===== src/rtl/ahb_ap_burst_if.sv =====
// Bundle of the AFT-side FIFO and bus signals used by the AHB access point.
// The master modport is the access point; slave is the FIFO/bus environment.
interface ahb_ap_burst_if #(
  parameter int unsigned ADDR_W = 32
);
  logic [40:0]       rdata_fifo1;
  logic              rempty;
  logic              rinc;
  logic [33:0]       wdata_fifo2;
  logic              wfull;
  logic              winc;
  logic              ren;
  logic              wen;
  logic [ADDR_W-1:0] addr_aft;
  logic [31:0]       wdata_aft;
  logic [3:0]        byte_en;
  logic              busy;
  logic [31:0]       rdata_aft;
  logic              error;
  logic              ap_active;
  logic              proto_err;

  modport master (
    input  rdata_fifo1, rempty, wfull, busy, rdata_aft, error,
    output rinc, wdata_fifo2, winc, ren, wen, addr_aft, wdata_aft, byte_en, ap_active, proto_err
  );

  modport slave (
    output rdata_fifo1, rempty, wfull, busy, rdata_aft, error,
    input  rinc, wdata_fifo2, winc, ren, wen, addr_aft, wdata_aft, byte_en, ap_active, proto_err
  );
endinterface


===== src/rtl/ahb_ap_burst.sv =====
// AHB access point for the AFT domain: pops setup/data command words, runs single or
// incrementing-burst bus transfers and pushes read data / write status to the response FIFO.
module ahb_ap_burst #(
  parameter int unsigned ADDR_W   = 32,
  parameter int unsigned CNT_W    = 5,
  parameter bit          AUTO_INC = 1'b1,
  parameter bit          WRAP_KB  = 1'b1
) (
  input logic            AFT_CLK,
  input logic            TRST,
  ahb_ap_burst_if.master bus
);

  typedef enum logic [2:0] {StIdle, StWdata, StXfer, StResp, StDrain} state_e;

  state_e            state;
  logic [ADDR_W-1:0] addr;
  logic [1:0]        size;
  logic [CNT_W-1:0]  left;
  logic              rw;
  logic              err;
  logic              perr;
  logic [31:0]       wdata;
  logic [31:0]       rdata;

  logic              cmd_sel;
  logic [1:0]        cmd_size;
  logic [CNT_W-1:0]  cmd_cnt;
  logic              cmd_rw;
  logic [ADDR_W-1:0] cmd_addr;
  logic [31:0]       cmd_payload;
  logic              last;
  logic [ADDR_W-1:0] addr_out;

  assign cmd_rw      = bus.rdata_fifo1[0];
  assign cmd_cnt     = bus.rdata_fifo1[1 +: CNT_W];
  assign cmd_size    = bus.rdata_fifo1[7:6];
  assign cmd_sel     = bus.rdata_fifo1[8];
  assign cmd_payload = bus.rdata_fifo1[40:9];
  assign cmd_addr    = cmd_payload[ADDR_W-1:0];

  // A write with an error still closes the burst even if beats remain.
  assign last = (left == '0) || err;

  // Step by the transfer size; with WRAP_KB the upper address bits never change.
  function automatic logic [ADDR_W-1:0] next_addr(input logic [ADDR_W-1:0] a,
                                                  input logic [1:0] sz);
    logic [2:0]        step;
    logic [ADDR_W-1:0] sum;
    step = (sz == 2'b00) ? 3'd1 : (sz == 2'b01) ? 3'd2 : 3'd4;
    sum  = a + ADDR_W'(step);
    if (WRAP_KB) sum = {a[ADDR_W-1:10], sum[9:0]};
    return AUTO_INC ? sum : a;
  endfunction

  // Force natural alignment on the bus address for half and word transfers.
  always_comb begin
    addr_out = addr;
    if (size[1]) addr_out[1:0] = 2'b00;
    else if (size[0]) addr_out[0] = 1'b0;
  end

  // Byte-lane decode from the unaligned beat address; lanes are quiet outside XFER.
  always_comb begin
    bus.byte_en = 4'b0000;
    if (state == StXfer) begin
      if (size[1]) bus.byte_en = 4'b1111;
      else if (size[0]) bus.byte_en = addr[1] ? 4'b1100 : 4'b0011;
      else bus.byte_en = 4'b0001 << addr[1:0];
    end
  end

  assign bus.ren         = (state == StXfer) && !rw;
  assign bus.wen         = (state == StXfer) && rw;
  assign bus.addr_aft    = addr_out;
  assign bus.wdata_aft   = wdata;
  assign bus.ap_active   = (state != StIdle);
  assign bus.proto_err   = perr;
  assign bus.winc        = (state == StResp) && !bus.wfull;
  assign bus.wdata_fifo2 = (state == StResp) ? {err, last, rw ? 32'h0 : rdata} : 34'h0;
  // Setups are only ever popped in IDLE; WDATA and DRAIN pop data words only.
  assign bus.rinc        = !bus.rempty &&
                           ((state == StIdle) ||
                            (((state == StWdata) || (state == StDrain)) && !cmd_sel));

  // Command sequencing, beat bookkeeping and sticky protocol error.
  always_ff @(posedge AFT_CLK or posedge TRST) begin
    if (TRST) begin
      state <= StIdle;
      addr  <= '0;
      size  <= '0;
      left  <= '0;
      rw    <= 1'b0;
      err   <= 1'b0;
      perr  <= 1'b0;
      wdata <= '0;
      rdata <= '0;
    end else begin
      unique case (state)
        StIdle: begin
          if (!bus.rempty) begin
            if (cmd_sel) begin
              addr  <= cmd_addr;
              size  <= cmd_size;
              left  <= cmd_cnt;
              rw    <= cmd_rw;
              err   <= 1'b0;
              state <= cmd_rw ? StWdata : StXfer;
            end else begin
              perr <= 1'b1;
            end
          end
        end
        StWdata: begin
          if (!bus.rempty) begin
            if (!cmd_sel) begin
              wdata <= cmd_payload;
              state <= StXfer;
            end else begin
              // Leave the setup in the FIFO so IDLE picks it up next.
              perr  <= 1'b1;
              err   <= 1'b0;
              state <= StIdle;
            end
          end
        end
        StXfer: begin
          if (!bus.busy) begin
            err <= err | bus.error;
            if (!rw) begin
              rdata <= bus.rdata_aft;
              state <= StResp;
            end else if (bus.error || (left == '0)) begin
              state <= StResp;
            end else begin
              left  <= left - CNT_W'(1);
              addr  <= next_addr(addr, size);
              state <= StWdata;
            end
          end
        end
        StResp: begin
          if (!bus.wfull) begin
            if (!rw && !last) begin
              left  <= left - CNT_W'(1);
              addr  <= next_addr(addr, size);
              state <= StXfer;
            end else if (rw && err && (left != '0)) begin
              state <= StDrain;
            end else begin
              err   <= 1'b0;
              state <= StIdle;
            end
          end
        end
        StDrain: begin
          if (!bus.rempty) begin
            if (!cmd_sel) begin
              left <= left - CNT_W'(1);
              if (left == CNT_W'(1)) state <= StIdle;
            end else begin
              perr  <= 1'b1;
              state <= StIdle;
            end
          end
        end
        default: state <= StIdle;
      endcase
    end
  end

endmodule


===== src/flat_wrapper.sv =====
// flat-port wrapper written by rule: the top's interface ports become plain ports
module ahb_ap_burst_flat 
#(
  parameter int unsigned ADDR_W   = 32,
  parameter int unsigned CNT_W    = 5,
  parameter bit          AUTO_INC = 1'b1,
  parameter bit          WRAP_KB  = 1'b1
)
  (AFT_CLK, TRST, bus_rdata_fifo1, bus_rempty, bus_wfull, bus_busy, bus_rdata_aft, bus_error, bus_rinc, bus_wdata_fifo2, bus_winc, bus_ren, bus_wen, bus_addr_aft, bus_wdata_aft, bus_byte_en, bus_ap_active, bus_proto_err);
  ahb_ap_burst_if #(.ADDR_W(ADDR_W)) bus_i ();
  input logic AFT_CLK;
  input logic TRST;
  input wire logic [$bits(bus_i.rdata_fifo1)-1:0] bus_rdata_fifo1;
  input wire logic [$bits(bus_i.rempty)-1:0] bus_rempty;
  input wire logic [$bits(bus_i.wfull)-1:0] bus_wfull;
  input wire logic [$bits(bus_i.busy)-1:0] bus_busy;
  input wire logic [$bits(bus_i.rdata_aft)-1:0] bus_rdata_aft;
  input wire logic [$bits(bus_i.error)-1:0] bus_error;
  output wire logic [$bits(bus_i.rinc)-1:0] bus_rinc;
  output wire logic [$bits(bus_i.wdata_fifo2)-1:0] bus_wdata_fifo2;
  output wire logic [$bits(bus_i.winc)-1:0] bus_winc;
  output wire logic [$bits(bus_i.ren)-1:0] bus_ren;
  output wire logic [$bits(bus_i.wen)-1:0] bus_wen;
  output wire logic [$bits(bus_i.addr_aft)-1:0] bus_addr_aft;
  output wire logic [$bits(bus_i.wdata_aft)-1:0] bus_wdata_aft;
  output wire logic [$bits(bus_i.byte_en)-1:0] bus_byte_en;
  output wire logic [$bits(bus_i.ap_active)-1:0] bus_ap_active;
  output wire logic [$bits(bus_i.proto_err)-1:0] bus_proto_err;
  assign bus_i.rdata_fifo1 = bus_rdata_fifo1;
  assign bus_i.rempty = bus_rempty;
  assign bus_i.wfull = bus_wfull;
  assign bus_i.busy = bus_busy;
  assign bus_i.rdata_aft = bus_rdata_aft;
  assign bus_i.error = bus_error;
  assign bus_rinc = bus_i.rinc;
  assign bus_wdata_fifo2 = bus_i.wdata_fifo2;
  assign bus_winc = bus_i.winc;
  assign bus_ren = bus_i.ren;
  assign bus_wen = bus_i.wen;
  assign bus_addr_aft = bus_i.addr_aft;
  assign bus_wdata_aft = bus_i.wdata_aft;
  assign bus_byte_en = bus_i.byte_en;
  assign bus_ap_active = bus_i.ap_active;
  assign bus_proto_err = bus_i.proto_err;
  ahb_ap_burst #(.ADDR_W(ADDR_W), .CNT_W(CNT_W), .AUTO_INC(AUTO_INC), .WRAP_KB(WRAP_KB)) u_core (.AFT_CLK(AFT_CLK), .TRST(TRST), .bus(bus_i));
endmodule

===== config.mk =====
export PLATFORM = sky130hd
export DESIGN_NAME = ahb_ap_burst_flat
export DESIGN_NICKNAME = d
export VERILOG_FILES = /design/src/rtl/ahb_ap_burst_if.sv /design/src/rtl/ahb_ap_burst.sv /design/src/flat_wrapper.sv
export SDC_FILE = /design/constraint.sdc
export NUM_CORES = 1
export LEC_CHECK = 0
export CORE_MARGIN = 1.5
export CORE_UTILIZATION = 40
export DETAILED_ROUTE_END_ITERATION = 10
export PLACE_DENSITY = 0.75
export SYNTH_ARGS = -nofsm -noshare
export SYNTH_HDL_FRONTEND = slang
export SYNTH_SLANG_ARGS = --single-unit

===== constraint.sdc =====
create_clock -name AFT_CLK -period 9.6 [get_ports AFT_CLK]
set_clock_uncertainty 0.2 [all_clocks]
set_input_delay 1.44 -clock AFT_CLK [delete_from_list [all_inputs] [get_ports AFT_CLK]]
set_output_delay 1.44 -clock AFT_CLK [all_outputs]
set_load 0.1 [all_outputs]

After elaboration in Yosys (flattened, before gate mapping)
Cells that the tools add are included.
{"block": "totals", "ff_bits": 109, "mem_count": 0, "latch_bits": 0, "word_cells": 137, "romBits": 0, "ram_bits": 0, "input_bits": 79}
{"block": "classes", "n_addsub": 2, "magnitude_cmp": 0, "n_eq_ne": 24, "div": 0, "n_shift": 1, "n_bitwise": 7, "n_mul": 0, "reduce_logical": 37, "mux": 56}
{"cell": "2-to-1 mux 32 bit", "n": 6}
{"cell": "one-hot mux 32 bit (3 select lines)", "n": 1}
{"cell": "2-to-1 mux 5 bit", "n": 9}
{"cell": "2-to-1 mux 3 bit", "n": 13}
{"cell": "2-to-1 mux 34 bit", "n": 1}
{"cell": "inequality test 2 bit (second input constant)", "n": 14}
{"cell": "2-to-1 mux 10 bit", "n": 2}
{"cell": "one-hot mux 5 bit (4 select lines)", "n": 1}
{"cell": "2-to-1 mux 4 bit", "n": 4}
{"cell": "one-hot mux 3 bit (5 select lines)", "n": 1}
{"cell": "AND reduction 7 bit", "n": 2}
{"cell": "2-to-1 mux 1 bit", "n": 13}
{"cell": "adder 10 x 3 -> 10 bit", "n": 1}
{"cell": "AND reduction 10 bit", "n": 1}
{"cell": "AND reduction 5 bit", "n": 2}
{"cell": "AND reduction 3 bit", "n": 3}
{"cell": "nonzero test 3 bit", "n": 3}
{"cell": "logical AND 1 bit", "n": 8}
{"cell": "AND reduction 8 bit", "n": 1}
{"cell": "equality test 3 x 2 -> 1 bit (second input constant)", "n": 2}
{"cell": "2-to-1 mux 2 bit", "n": 3}
{"cell": "inequality test 2 x 1 -> 1 bit (second input constant)", "n": 3}
{"cell": "inverter 1 bit", "n": 6}
{"cell": "equality test 5 x 1 -> 1 bit (second input constant)", "n": 1}
{"cell": "18 further kinds", "n": 26}

Depth between registers and ports, before layout
Gate-level depths: netlist (run 1).
{"block": "depth", "word_depth": 8, "mapped_depth": 9, "mapped_depth_nobuf": 9}

Worst setup path before layout (run 1)
No wires, ideal clock.
{"block": "synth_timing", "path_kind": "input to output", "startpoint": "in bus_rdata_fifo1[8]", "endpoint": "out bus_rinc", "cell_stages": 2, "t_arrival_ps": 3817, "slack_ps": 4143, "n_path_buf": 0, "required_ps": 7960, "cell_sequence": "maj3_1 > nor3_1"}
{"block": "synth_between", "elab_chain_cells": 4}
{"element": "start: declaration", "line_no": "flat_wrapper.sv:13", "text": "input wire logic [$bits(bus_i.rdata_fifo1)-1:0] bus_rdata_fifo1;"}
{"element": "zero test 1 bit", "line_no": "ahb_ap_burst.sv:84", "text": "(((state == StWdata) || (state == StDrain)) && !cmd_sel));"}
{"element": "logical AND 1 bit", "line_no": "ahb_ap_burst.sv:84"}
{"element": "logical OR 1 bit", "line_no": "ahb_ap_burst.sv:83", "text": "((state == StIdle) ||"}
{"element": "logical AND 1 bit", "line_no": "ahb_ap_burst.sv:82", "text": "assign bus.rinc = !bus.rempty &&"}
{"element": "end: declaration", "line_no": "flat_wrapper.sv:19", "text": "output wire logic [$bits(bus_i.rinc)-1:0] bus_rinc;"}
No other way between the ends.

Worst setup path in the final report (run 1)
Ends and elaborated chain as after synthesis.

==> flow_results.org, run 1 <==
** Status
- Status :: finished, final reports clean

** STA
- Number of failing setup endpoints in the final timing report :: 0
- Static timing analysis puts the maximum clock frequency at 189 MHz.
- For the finished layout, the period the worst path requires is 5290 ps.
- Measured against its own limit, the worst slew margin works out to 31.3%.
- Fin crit share :: 55.1%
- Worst-Margin Slew :: 1030 ps
- Unrepaired setup endpoints after global routing :: no
- The final-report hold violation count came to 0.
- Slew Limit Fails :: 0
- Sum of negative setup slack :: 0 ps

** Floorplan
- In this run the vertical extent of the chip is 119 µm.
- DIE WIDTH :: 119 µm
- Once the floorplan was initialized, standard cells occupied 40.8% of the core.
- # rows :: 42
- Total Die Area :: 0.0142 mm²
- Core region area :: 0.0132 mm²
- Count of pins on the block boundary :: 187

** Placed design
- After legalization and detailed placement, the total HPWL measured 9.97 mm.
- Final weighted congestion of routability-driven global placement :: 0.810
- Number of buffer cells added on primary ports :: 186

** Route
- Starting DRC count in detailed routing :: 291
- Detail-routed via count per cell :: 5.09
- Met1 WL :: 5.74 mm
- Final ANT Viol Nets :: 0
- Remaining DRCs :: 0
- In the detailed route, the total length drawn on met3 is 1.42 mm.
- Number of iterations in the first detailed-routing pass :: 5
- In the final routed layout, each cell accounts on average for 16.4 µm.
- Highest routing layer actually used :: met4
- The final layout contains routed wiring with a total length of 13.7 mm.
- Via count of the routed design :: 4259
- Wire segments on met2 add up to 6.43 mm in the final route.

** Critical path
- In this run the critical register-to-register path is captured at u_core.rdata[27].
- Counting stages on the worst path, the most repeated cell is sky130_fd_sc_hd__clkdlybuf4s50_1.
- The worst setup path is captured at an output port.
- Measured in cells, the most critical reg-to-reg path has a length of 6.
- The largest individual stage delay along the critical path comes from the cell sky130_fd_sc_hd__clkdlybuf4s50_1.
- The worst register-to-register path has a setup slack of 6930 ps.
- Data on the critical path is required at its endpoint by 7960 ps.
- Worst path buffer plus inverter count :: 2
- The worst register-to-register path begins at u_core.state[1].
- Crit-path max FO :: 6
- STA puts the critical path data arrival time at 3650 ps.
- On the critical path the largest part of the delay comes from buffers and inverters.
- Delay of the slowest cell on the worst path :: 1160 ps
- Category of the most critical setup path :: in2out
- The critical path goes through clkdlybuf4s50_1 -> maj3_1 -> nor3_1 -> clkdlybuf4s50_1.
- CP Launch Type :: input pin

** CTS
- Root buffer selected by CTS :: sky130_fd_sc_hd__clkbuf_16
- After clock tree synthesis, the clock-pin slew on the worst setup and hold paths is 80 ps.
- Maximum clock insertion buffer count :: 2
- Sinks on Clock Net :: 109
- In this run the post-CTS setup repair buffer count came out at 0.
- H-tree depth :: 3
- Number of buffers created by CTS :: 9
- Clock network latency to the later pin of the worst-skew pair :: 350 ps
- CTS Hold Buffers Added :: 0
- Cts repair resizes :: 0
- Clock tree from TritonCTS :: built

** Final layout
- The repair_antennas step left the layout with diodes totalling 0.
- Leaving out fill and tap cells, the most frequent cell in the layout is sky130_fd_sc_hd__clkdlybuf4s50_1.
- Share of cells above drive strength 1 :: 14.2%
- Number of nets in the layout :: 742
- Synth-to-layout area growth :: 38.2%
- Most used cells in the layout excluding fill and tap cells :: sky130_fd_sc_hd__clkdlybuf4s50_1, sky130_fd_sc_hd__dfrtp_1, sky130_fd_sc_hd__nand2_1

** Min path
- Worst Hold Path Cells :: 1
- The path class of the tightest hold or removal check is reg2reg.
- Startpoint of the lowest-slack hold path :: u_core.bus.proto_err
- WHS Endpoint :: u_core.bus.proto_err

** Logic synthesis
- Distinct cell type count of the synthesized netlist :: 51
- Synthesized net count :: 600
- Sequential elements use 50.6% of the synthesized area.
- Flip-flop cell with the highest count after synthesis :: sky130_fd_sc_hd__dfrtp_1
- For this run, asynchronously set or reset flops after synthesis account for 100%.
- Mapped Area :: 0.00539 mm²
- Warnings, synthesis :: 0
- The average instance in the mapped netlist occupies 10.5 µm².
- After technology mapping, the gate count stands at 514.
- Yosys reg bits :: 109
- Number of enable-type register cells in the synthesized netlist :: 0

** Global routing
- The first global-routing pass estimated 22.5 mm of wire.
- Vias in the first global route :: 4365
- Global routing used 20.1% of the available tracks across all layers.
- The number of antenna violations at the first check in global routing is 0.
- Overflow left after global routing :: 0
- Largest net degree at the start of global routing :: 60

** Run
- The tool flagged a number of max-cap violations equal to 0.
-- through the flow --
step                hold slack, ps  setup slack, ps  utilization, %  instance area, µm²  cells
floorplan                      240             4140               -                5390    514
global placement               242             4320            54.3                7160    821
detailed placement             254             4310            54.3                7160    821
CTS                            272             4310            56.4                7440    836
global route                   289             4250            56.4                7440    836
finish                         266             4310            56.4                7440    836
-- metal layers --
| layer | vias up | global-route usage, % |
|---|---|---|
| met5 | - | 0 |
| met2 | 168 | 32.0 |
| li1 | 2020 | - |
| met3 | 11 | 7.90 |
| met4 | 0 | 6.10 |
| met1 | 2060 | 25.2 |
-- worst max path at each step --
stage	from	to	slack, ps	cells after the start
after floorplan	bus_rdata_fifo1[8]	bus_rinc	4140	2
after global placement	bus_rdata_fifo1[8]	bus_rinc	4320	4
after detailed placement	bus_rdata_fifo1[8]	bus_rinc	4310	4
after CTS	bus_rdata_fifo1[8]	bus_rinc	4310	4
after global routing	bus_rdata_fifo1[8]	bus_rinc	4250	4
final	bus_rdata_fifo1[8]	bus_rinc	4310	4
-- synthesized netlist by cell type (3+ instances only) --
library cell               count  area, µm²
sky130_fd_sc_hd__nand3_1      26        130
sky130_fd_sc_hd__a21oi_1      27        135
sky130_fd_sc_hd__nand2_1      66        248
sky130_fd_sc_hd__o21ai_0      19       95.1
sky130_fd_sc_hd__nor3b_1       5       37.5
sky130_fd_sc_hd__nor3_1        9       45.0
sky130_fd_sc_hd__a22o_1        3       26.3
sky130_fd_sc_hd__or4_1         3       22.5
sky130_fd_sc_hd__nand2b_1      4       25.0
sky130_fd_sc_hd__a21o_1        3       22.5
sky130_fd_sc_hd__dfrtp_1     109       2730
sky130_fd_sc_hd__nor2_1       20       75.1
sky130_fd_sc_hd__nor2b_1       3       18.8
sky130_fd_sc_hd__mux2_2       62        698
sky130_fd_sc_hd__ha_1          6       75.1
sky130_fd_sc_hd__and2_1       34        213
sky130_fd_sc_hd__clkbuf_1     15       56.3
sky130_fd_sc_hd__o41ai_1       4       35.0
sky130_fd_sc_hd__inv_1        10       37.5
sky130_fd_sc_hd__buf_2        13       65.1
sky130_fd_sc_hd__o31ai_1       4       30.0
sky130_fd_sc_hd__buf_4        31        233
-- area by class of cell --
cell class	instances	area, µm²
sequential	109	2730
tap	176	220
clock inverter	6	60.1
fill	1114	5750
multi-input combinational	333	2260
clock buffer	9	225
inverter	10	40.0
timing repair buffer	193	1910
-- logic make-up (layout without fill, tap and decap cells) --
logic type / count (synthesis) / count (layout) / share of synthesized area (%)
AND/OR/NAND/NOR: 185 / 185 / 17.6
XOR/XNOR: 1 / 1 / 0.163
multiplexers: 67 / 67 / 14.0
AO/OA/AOI/OAI: 72 / 72 / 8.04
buffers and inverters: 72 / 218 / 7.62
adder cells (fa/ha/maj): 8 / 8 / 1.95
flip-flops: 109 / 109 / 50.6
-- registers in the layout, summed over array words and instances (netlist names) --
register / cells
u_core.bus.proto_err: 1
u_core.bus.wdata_aft: 32
u_core.size: 2
u_core.state: 3
u_core.rdata: 32
u_core.err: 1
u_core.left: 5
u_core.addr: 32
u_core.rw: 1
Power of run 1 is not shown: default switching activity piles up to over one toggle a cycle in this logic, so the estimate is an artifact.
==> inputs of run 2 (changes only) <==
- PLACE_DENSITY: 0.75 -> 0.78
- clock period: 9.6 -> 4.4 ns (I/O delays scaled with it)
==> run 2 against run 1 <==
Net effect: global-route usage decreased by 0.50 points; non-clock buffer count decreased by 1; cell count unchanged; count of clock-buffer cells in the layout increased by 1; flip-flop and latch count unchanged; via count decreased by 0.16%; critical path type is now reg2out; critical endpoint is now bus_wdata_fifo2[17].
==> flow_results.org, run 2 (synthesis results as in run 1) <==
** Status
- Status :: finished, final reports clean

** Final layout
- Most used cells in the layout excluding fill and tap cells :: sky130_fd_sc_hd__clkdlybuf4s50_1, sky130_fd_sc_hd__dfrtp_1, sky130_fd_sc_hd__nand2_1
- Number of nets in the layout :: 741
- Commonest non-fill, non-tap cell in the layout :: sky130_fd_sc_hd__clkdlybuf4s50_1
- Total non-filler cell area in the finished layout :: 0.00736 mm²
- Synth-to-layout area growth :: 36.5%
- The post-route netlist has 20.8% of its cells at a drive strength greater than 1.
- Diodes inserted :: 0
- Final non-filler cell total :: 836

** Global routing
- Across every metal layer, demand over resource in global routing totals 19.6%.
- Number of antenna violations at the first check in global routing :: 0
- For this run the aggregate overflow at the end of global routing stands at 0.
- Entering global routing, the biggest net connects 74 pins.
- The first global-routing pass estimated 22.2 mm of wire.
- Vias in the first global route :: 4374

** Route
- Once detail routing completed, the nets flagged for antenna violations numbered 0.
- Highest routing layer actually used :: met4
- Total length of routed wires :: 13.3 mm
- For this run, design rule violations remaining after detail routing come to 0.
- Wire length on met3 :: 1.16 mm
- Before antenna repair, the detailed router went through 4 iterations.
- The routed layout has 4252 vias.
- After detailed routing, the average wire length per cell comes to 15.9 µm.
- Starting DRC count in detailed routing :: 277
- Using the TritonRoute via totals, the vias-per-cell ratio works out to 5.09.
- After detailed routing, the wire length on met1 is 5.69 mm.
- Met2 WL post-DR :: 6.13 mm

** Floorplan
- Once the floorplan was initialized, standard cells occupied 40.8% of the core.
- In this run the standard cell core region covers 0.0132 mm².
- Total Die Area :: 0.0142 mm²
- Count of pins on the block boundary :: 187
- The initialized floorplan defines 42 standard-cell rows.
- Die Y :: 119 µm
- DIE WIDTH :: 119 µm

** Placed design
- Placed wire-length estimate after detailed placement :: 9.64 mm
- Post-detailed-placement cell area :: 0.00707 mm²
- Number of buffer cells added on primary ports :: 186
- In this run, placement finished with an instance count of 820.
- Final weighted congestion of routability-driven global placement :: 0.882

** CTS
- CTS built an H-tree with a depth of 3.
- In this run the deepest clock path goes through 2 buffers.
- Clock tree from TritonCTS :: built
- Once the clock tree was built, the resizer swapped 0 gates to a different size.
- Root buffer selected by CTS :: sky130_fd_sc_hd__clkbuf_16
- Post-CTS timing repair inserted 0 buffers for setup.
- Sinks on Clock Net :: 109
- Clock slew seen by the registers of the worst setup and hold paths :: 70 ps
- Number of buffers created by CTS :: 9
- CTS Hold Buffers Added :: 0
- For the worst-skew pair, the clock arrives at the later sink with an insertion delay of 340 ps.

** Critical path
- Among all stages on the critical path, the largest delay is contributed by sky130_fd_sc_hd__nor2_2.
- For the worst setup path, the data arrival time is 2730 ps.
- Crit-path max FO :: 32
- Worst path buffer plus inverter count :: 1
- The signal on the critical path passes through nand3b_1 -> nor2_2 -> and2_1 -> buf_4.
- The kind of cell with the highest combined delay along the critical path is simple AND/OR/NAND/NOR gates.
- The worst setup path is captured at an output port.
- STA classifies the critical path startpoint as a flip-flop.
- The worst setup path is of the reg2out kind.
- At the worst endpoint, the required time is 3540 ps.
- For this run, the slowest stage of the critical path takes 850 ps.

** STA
- In this run the tightest slew margin relative to its limit is 30.5%.
- Setup violations remaining at the end of the flow were counted as 0.
- Unrepaired setup endpoints after global routing :: no
- Hold Fails Final Rpt :: 0
- After layout, the worst path uses 81.5% of the clock period.
- Fmax :: 279 MHz
- Slew Limit Fails :: 0
- Sum of negative setup slack :: 0 ps
- The worst path in the final design needs a cycle of 3590 ps, including I/O delays and setup.
- At the pin with the least slew margin, the transition time is 1040 ps.

** Run
- Number of violations of the max-capacitance limit :: 0

** Min path
- Hold crit path type :: reg2reg
[run 2: cell types whose count changed in the layout (fill, tap and decap cells not counted), moves of 2 or more]
cell / delta
sky130_fd_sc_hd__inv_6: +2
sky130_fd_sc_hd__buf_4: +39
sky130_fd_sc_hd__buf_12: +2
sky130_fd_sc_hd__clkdlybuf4s50_1: -42
[run 2: routing by layer]
| layer | vias to the layer above | track usage, % |
|---|---|---|
| li1 | 2025 | - |
| met1 | 2043 | 25.6 |
| met2 | 159 | 30.4 |
| met3 | 25 | 5.65 |
| met4 | 0 | 8.13 |
| met5 | - | 0 |
[run 2: final cells by class]
class	count	area (µm²)
repair buffers	192	1830
clock inverters	6	52.6
flip-flops and latches	109	2730
well taps	176	220
multi-input cells	333	2260
fillers	1125	5830
inverters	10	40.0
clock buffers	10	229
[run 2: path summary, 6_finish.rpt]
path	startpoint	to	slack (ps)	cells past startpoint
max	u_core.state[1]	bus_wdata_fifo2[17]	810	4
min reg2reg	u_core.bus.proto_err	u_core.bus.proto_err	270	1
min in group asynchronous	TRST	u_core.rdata[30]	660	2
max in group asynchronous	TRST	u_core.bus.wdata_aft[8]	2500	3
max reg2reg	u_core.state[1]	u_core.rdata[25]	1680	6
min	u_core.bus.proto_err	u_core.bus.proto_err	270	1
[run 2: stage by stage]
step,utilization (%),setup slack [ps],hold WS [ps]
final,55.8,815,267
after global routing,55.8,566,301
after CTS,55.8,795,270
after detailed placement,53.6,1200,252
after global placement,53.6,1250,244
after floorplan,-,502,240
Power of run 2 is left out for the same reason.
==> inputs of run 3 (changes only) <==
- clock period: 4.4 -> 2.9 ns (I/O delays scaled with it)
==> run 3 against run 2 <==
Net effect: wire length rose by 3.8%; flip-flop and latch count did not move; sequential share of layout area fell by 2.2 points; first-iteration DRC count rose by 10%; register-to-register slack got worse by 1400 ps; highest routed layer unchanged; non-clock buffer count rose by 10; die area did not move; worst setup slack got worse by 630 ps; final area rose by 6.4%; worst hold slack improved by 6.3 ps; critical path depth rose by 1; global-route usage rose by 0.66 points.
==> flow_results.org, run 3 (synthesis results as in run 1) <==
** Final layout
- After the flow finishes, the layout carries non-filler instances totaling 845.
- Once layout is complete, the utilization of the core stands at 59.3%.
- The final layout contains 751 nets.
- 0 antenna diodes ended up in the layout.
- The area growth from synthesis to layout is 45.2%.
- With fillers left out, the area of the finished cells amounts to 0.00782 mm².
- Commonest non-fill, non-tap cell in the layout :: sky130_fd_sc_hd__dfrtp_1
- Of the cells placed in the final design, the portion with a size suffix greater than 1 is 32.6%.
- Most used cells in the layout excluding fill and tap cells :: sky130_fd_sc_hd__dfrtp_1, sky130_fd_sc_hd__buf_4, sky130_fd_sc_hd__clkdlybuf4s50_1

** Floorplan
- Die Y :: 119 µm
- The initialized floorplan defines 42 standard-cell rows.
- After floorplanning, the core was sized to cover 0.0132 mm².
- The floorplan step defined a die boundary enclosing 0.0142 mm².
- For this configuration, the core starts out at a cell density of 40.8%.
- From left edge to right edge, the die measures 119 µm.
- Count of pins on the block boundary :: 187

** Critical path
- CP Launch Type :: flip-flop
- Crit-path max FO :: 32
- The critical path ends at bus_wdata_fifo2[1].
- Measured in cells, the most critical reg-to-reg path has a length of 9.
- The setup check on the worst reg-to-reg path leaves a slack of 300 ps.
- Data arrives at the worst endpoint at 2080 ps.
- Ordered cell list for the critical path :: nand3b_1 -> nor2_2 -> buf_4 -> and2_1 -> buf_12
- The largest individual stage delay along the critical path comes from the cell sky130_fd_sc_hd__dfrtp_2.
- In this run the critical register-to-register path is launched from u_core.size[1].
- On the worst path, the slowest cell contributes a delay of 540 ps.
- Category of the most critical setup path :: reg2out
- The worst setup path is captured at an output port.
- Worst Path Required :: 2270 ps
- The most critical setup path has its startpoint at u_core.state[0].
- The endpoint identified for the worst register-to-register timing path is u_core.addr[8].

** CTS
- Clock network latency to the later pin of the worst-skew pair :: 350 ps
- CTS Hold Buffers Added :: 0
- Maximum clock insertion buffer count :: 2
- Clock slew seen by the registers of the worst setup and hold paths :: 70 ps
- TritonCTS created 9 clock buffers.
- Clock tree from TritonCTS :: built
- The tree is rooted in a sky130_fd_sc_hd__clkbuf_16.
- H-tree depth :: 3
- The clock net in this run drives a total of 109 sinks.
- Buffers inserted by post-CTS timing repair :: 0
- Gates resized during post-CTS repair numbered 0.

** STA
- Unrepaired setup endpoints after global routing :: no
- For the pin with the worst max-slew slack, the measured transition is 607 ps.
- In the finished design, the share of the clock period the worst path needs comes to 93.6%.
- Setup violations remaining at the end of the flow were counted as 0.
- The max-slew violation count is 0.
- Fmax :: 369 MHz
- The final-report hold violation count was 0.
- The worst path meets setup with 187 ps of slack.
- The routed design could run at a clock period as short as 2710 ps.
- Slew headroom :: 59.5%

** Placed design
- Once placement completed, the tool counted placed cells totaling 830.
- Once placement finished, the instance area stood at 0.00753 mm².
- At the placement stage, the worst setup path has a slack of 293 ps.
- The congestion estimate from routability-driven global placement came to 0.912.
- Placed wire-length estimate after detailed placement :: 10.4 mm
- The count of buffers added on input and output ports is 186.

** Min path
- Hold crit path type :: reg2reg
- Worst Hold Path Cells :: 2

** Run
- Max-cap violations in this run came to 0.

** Global routing
- Overall Global Routing Usage :: 20.2%
- The number of antenna violations at the first check in global routing was 0.
- Vias in the first global route :: 4511
- Wire length of the first global-routing pass :: 22.6 mm
- Entering global routing, the biggest net connects 48 pins.
- Overflow left after global routing :: 0

** Route
- Number of iterations in the first detailed-routing pass :: 4
- Remaining DRCs :: 0
- Total length of routed wires :: 13.8 mm
- Detail-routed via count per cell :: 5.10
- Once detail routing completed, the nets flagged for antenna violations numbered 0.
- Post-detailed-route wirelength per cell :: 16.4 µm
- After the first detailed-routing iteration, the DRC count stood at 305.
- The routed layout has 4313 vias.

** Status
- Status :: finished, final reports clean
-- run 3: stage by stage --
stage / hold slack (ps) / TNS (ps)
2_1_floorplan: 240 / -717
3_3_place_gp: 253 / 0
3_5_place_dp: 261 / 0
4_1_cts: 278 / 0
5_1_grt: 300 / 0
6_report: 273 / 0
-- run 3: worst min path at each step --
stage | startpoint | to | slack, ps
after floorplan | u_core.addr[10] | u_core.addr[10] | 240
after global placement | u_core.addr[30] | u_core.addr[30] | 250
after detailed placement | u_core.addr[10] | u_core.addr[10] | 260
after global routing | u_core.addr[10] | u_core.addr[10] | 300
after CTS | u_core.addr[10] | u_core.addr[10] | 280
final | u_core.addr[10] | u_core.addr[10] | 270
-- run 3: layout make-up --
type	instances	area [µm²]
Clock inverter	6	71.3
Fill cell	1104	5370
Timing Repair Buffer	202	2260
Multi-Input combinational cell	333	2270
Inverter	10	41.3
Clock buffer	9	225
Sequential cell	109	2730
Tap cell	176	220
-- run 3: metal layers --
metal	vias to the layer above	track usage [%]	routed length (µm)
met5	-	0	0
met4	0	7.08	194
met3	17	7.23	1200
met2	161	34.2	6790
met1	2098	23.7	5640
li1	2037	-	-
-- run 3: worst max-delay path: cells and delay by family (launching register included) --
family | cells | cell delay [ps]
and+or+nand+nor | 3 | 690
DFF | 1 | 540
buffers and inverters | 2 | 500
Power of run 3 is left out for the same reason.
==> edit, RTL diff (settings of run 1) <==
`AUTO_INC` is set to 1'b1 in 2 places; all go to 1'b0.
--- a/src/rtl/ahb_ap_burst.sv
+++ b/src/rtl/ahb_ap_burst.sv
@@ -3,7 +3,7 @@
 module ahb_ap_burst #(
   parameter int unsigned ADDR_W   = 32,
   parameter int unsigned CNT_W    = 5,
-  parameter bit          AUTO_INC = 1'b1,
+  parameter bit          AUTO_INC = 1'b0,
   parameter bit          WRAP_KB  = 1'b1
 ) (
   input logic            AFT_CLK,
--- a/src/flat_wrapper.sv
+++ b/src/flat_wrapper.sv
@@ -3,7 +3,7 @@
 #(
   parameter int unsigned ADDR_W   = 32,
   parameter int unsigned CNT_W    = 5,
-  parameter bit          AUTO_INC = 1'b1,
+  parameter bit          AUTO_INC = 1'b0,
   parameter bit          WRAP_KB  = 1'b1
 )
   (AFT_CLK, TRST, bus_rdata_fifo1, bus_rempty, bus_wfull, bus_busy, bus_rdata_aft, bus_error, bus_rinc, bus_wdata_fifo2, bus_winc, bus_ren, bus_wen, bus_addr_aft, bus_wdata_aft, bus_byte_en, bus_ap_active, bus_proto_err);
Formal check against the unedited RTL: not equivalent (Yosys sat finds a counterexample within 4 cycles, from zero or initial values and one cycle with TRST high).
==> edit against run 1 <==
  * Design area is 4.8% lower
  * Die area down 5.9%
  * Setup slack got worse by 0.098 ns
  * Worst hold slack worse by 0.0018 ns
  * Critical path type unchanged
  * Critical path depth is the same
  * Wire length down 15%
  * Via count fell by 19%
  * Non-clock buffer count is 4 lower
  * Synthesized area down 6.0%
  * Synthesized cell count shrank 23%
  * Sequential cell count is the same
  * Critical endpoint unchanged
Power is left out: the tool's default activity adds up to more than one toggle a clock period on the data nets, which glitch-free logic cannot reach.
==> edit: results (changes against run 1) <==
GRT
  – Tot GR Track Use: 0.176 (-0.0244)
  – Antenna violations before repair: 0 (unchanged)
  – Vias in the first global route: 3672 (-16%)
  – Largest net degree at the start of global routing: 76 (+27%)
  – First-pass GRT wire length: 18.1 mm (-20%)

Clock tree
  – Root Buffer: clkbuf_16
  – Total CTS buffers: 9 (unchanged)
  – Post-CTS Resized: 0 (unchanged)
  – Count of hold-fix buffers inserted at cts: 0 (unchanged)
  – Clk buf depth: 2 (unchanged)
  – # Post-CTS Setup Buffers: 0 (unchanged)
  – Number of H-tree levels: 3 (unchanged)
  – Clock transition at the registers of the reported paths: ~0.07 ns
  – Worst skew pair latency: 0.35 ns (about the same)

Synth
  – Top cell type's share of synthesized area: 0.539 (+0.0324)
  – Most common flop cell mapped by yosys: dfrtp_1
  – Synth Net Count: 478 (-20%)
  – Dominant cells by area after synthesis: dfrtp_1 (54%), mux2_2 (22%), buf_4 (5.5%)
  – Commonest cells post-synth: dfrtp_1 (109), mux2_2 (99), buf_4 (37)
  – Sequential share of the synthesized area: 0.539 (+0.0324)
  – Yosys warns: 0 (unchanged)
  – Post-synth ARST share: 1.00 (unchanged)
  – Post-synthesis cell type count: 46 (-9.8%)

STA
  – Max_slew headroom: 0.316 (+0.00289)
  – Setup TNS Final: 0 ns (unchanged)

Place
  – IO buf count: 186 (unchanged)
  – DP Wirelength: 8.44 mm (-15%)
  – Placed instance area: 0.00679 sq mm (-5.2%)
  – Final RePlAce weighted congestion: 0.808 (-0.25%)

Final layout
  – N_diodes: 0 (unchanged)
  – Final nets: 626 (-16%)
  – Layout cells sized above 1: 0.233 (+0.0907)

Routing
  – Wire per inst: 16.2 um (-1.3%)
  – DRT iter0 DRCs: 129 (-56%)
  – DR vias: 3464 (-19%)
  – First-pass DRT Iterations: 4 (-1)

Min path
  – Worst hold path type: reg2reg
  – WHS Path Cells: 1 (unchanged)

Setup path
  – Largest stage delay on the critical path: roughly 1.2 ns
  – Delay-heaviest family, CP: buffers and inverters
  – Worst r2r path cells: 4 (-2)
  – Slowest-stage cell, CP: clkdlybuf4s50_1
  – Max FO, Critical Path: 8 (+2)
  – Flop-to-flop setup slack: 6.97 ns (+0.04 ns)

Outcome
  – Status: complete, no violations
[edit: cell count changes after synthesis, moves of 3 or more]
cell / before / now
o21ai_0: 19 / 11
a21oi_1: 27 / 8
o31ai_1: 4 / 0
nand2_1: 66 / 5
clkbuf_1: 15 / 4
ha_1: 6 / 3
o41ai_1: 4 / 0
buf_2: 13 / 1
buf_4: 31 / 37
nand3_1: 26 / 1
mux2_2: 62 / 99
buf_6: 1 / 5
[edit: kinds of logic after synthesis]
family | after synthesis | synth area share
muxes | 102 | 0.227
AOI/OAI and AO/OA | 30 | 0.0366
DFF | 109 | 0.539
xor gates and xnor gates | 2 | 0.00346
buffers and inverters | 60 | 0.0815
adders and majority gates | 4 | 0.00939
and+or+nand+nor | 89 | 0.103
[edit: metal layers]
metal | vias to the layer above | track usage | wire length, um
met2 | 110 | 0.311 | 6030
met5 | - | 0 | 0
met3 | 18 | 0.0565 | 803
met4 | 0 | 0.0823 | 288
li1 | 1628 | - | -
met1 | 1708 | 0.192 | 4490
[edit: path summary, 6_finish.rpt]
check,startpoint,to
max,bus_rdata_fifo1[8],bus_rinc
min,u_core.bus.proto_err$_DFFE_PP0P_,u_core.bus.proto_err$_DFFE_PP0P_
max reg2reg,u_core.state[0]$_DFFE_PP0P_,u_core.left[0]$_DFFE_PP0P_
min reg2reg,u_core.bus.proto_err$_DFFE_PP0P_,u_core.bus.proto_err$_DFFE_PP0P_
max in group asynchronous,TRST,u_core.left[3]$_DFFE_PP0P_
min in group asynchronous,TRST,u_core.bus.wdata_aft[23]$_DFFE_PP0P_
[edit: final cells by class]
class	count	area [sq um]
Sequential cell	109	2730
Multi-Input combinational cell	227	1930
Fill cell	1031	5080
Tap cell	168	210
Clock buffer	11	233
Timing Repair Buffer	189	1880
Inverter	8	32.5
Clock inverter	5	66.3
[edit: through the flow]
step,util,instances,setup WS [ns],hold slack [ns]
after floorplan,-,396,3.67,0.272
after global placement,0.558,701,4.27,0.243
after detailed placement,0.558,701,4.21,0.256
after CTS,0.583,717,4.21,0.273
after global routing,0.583,717,4.12,0.296
final,0.583,717,4.21,0.265
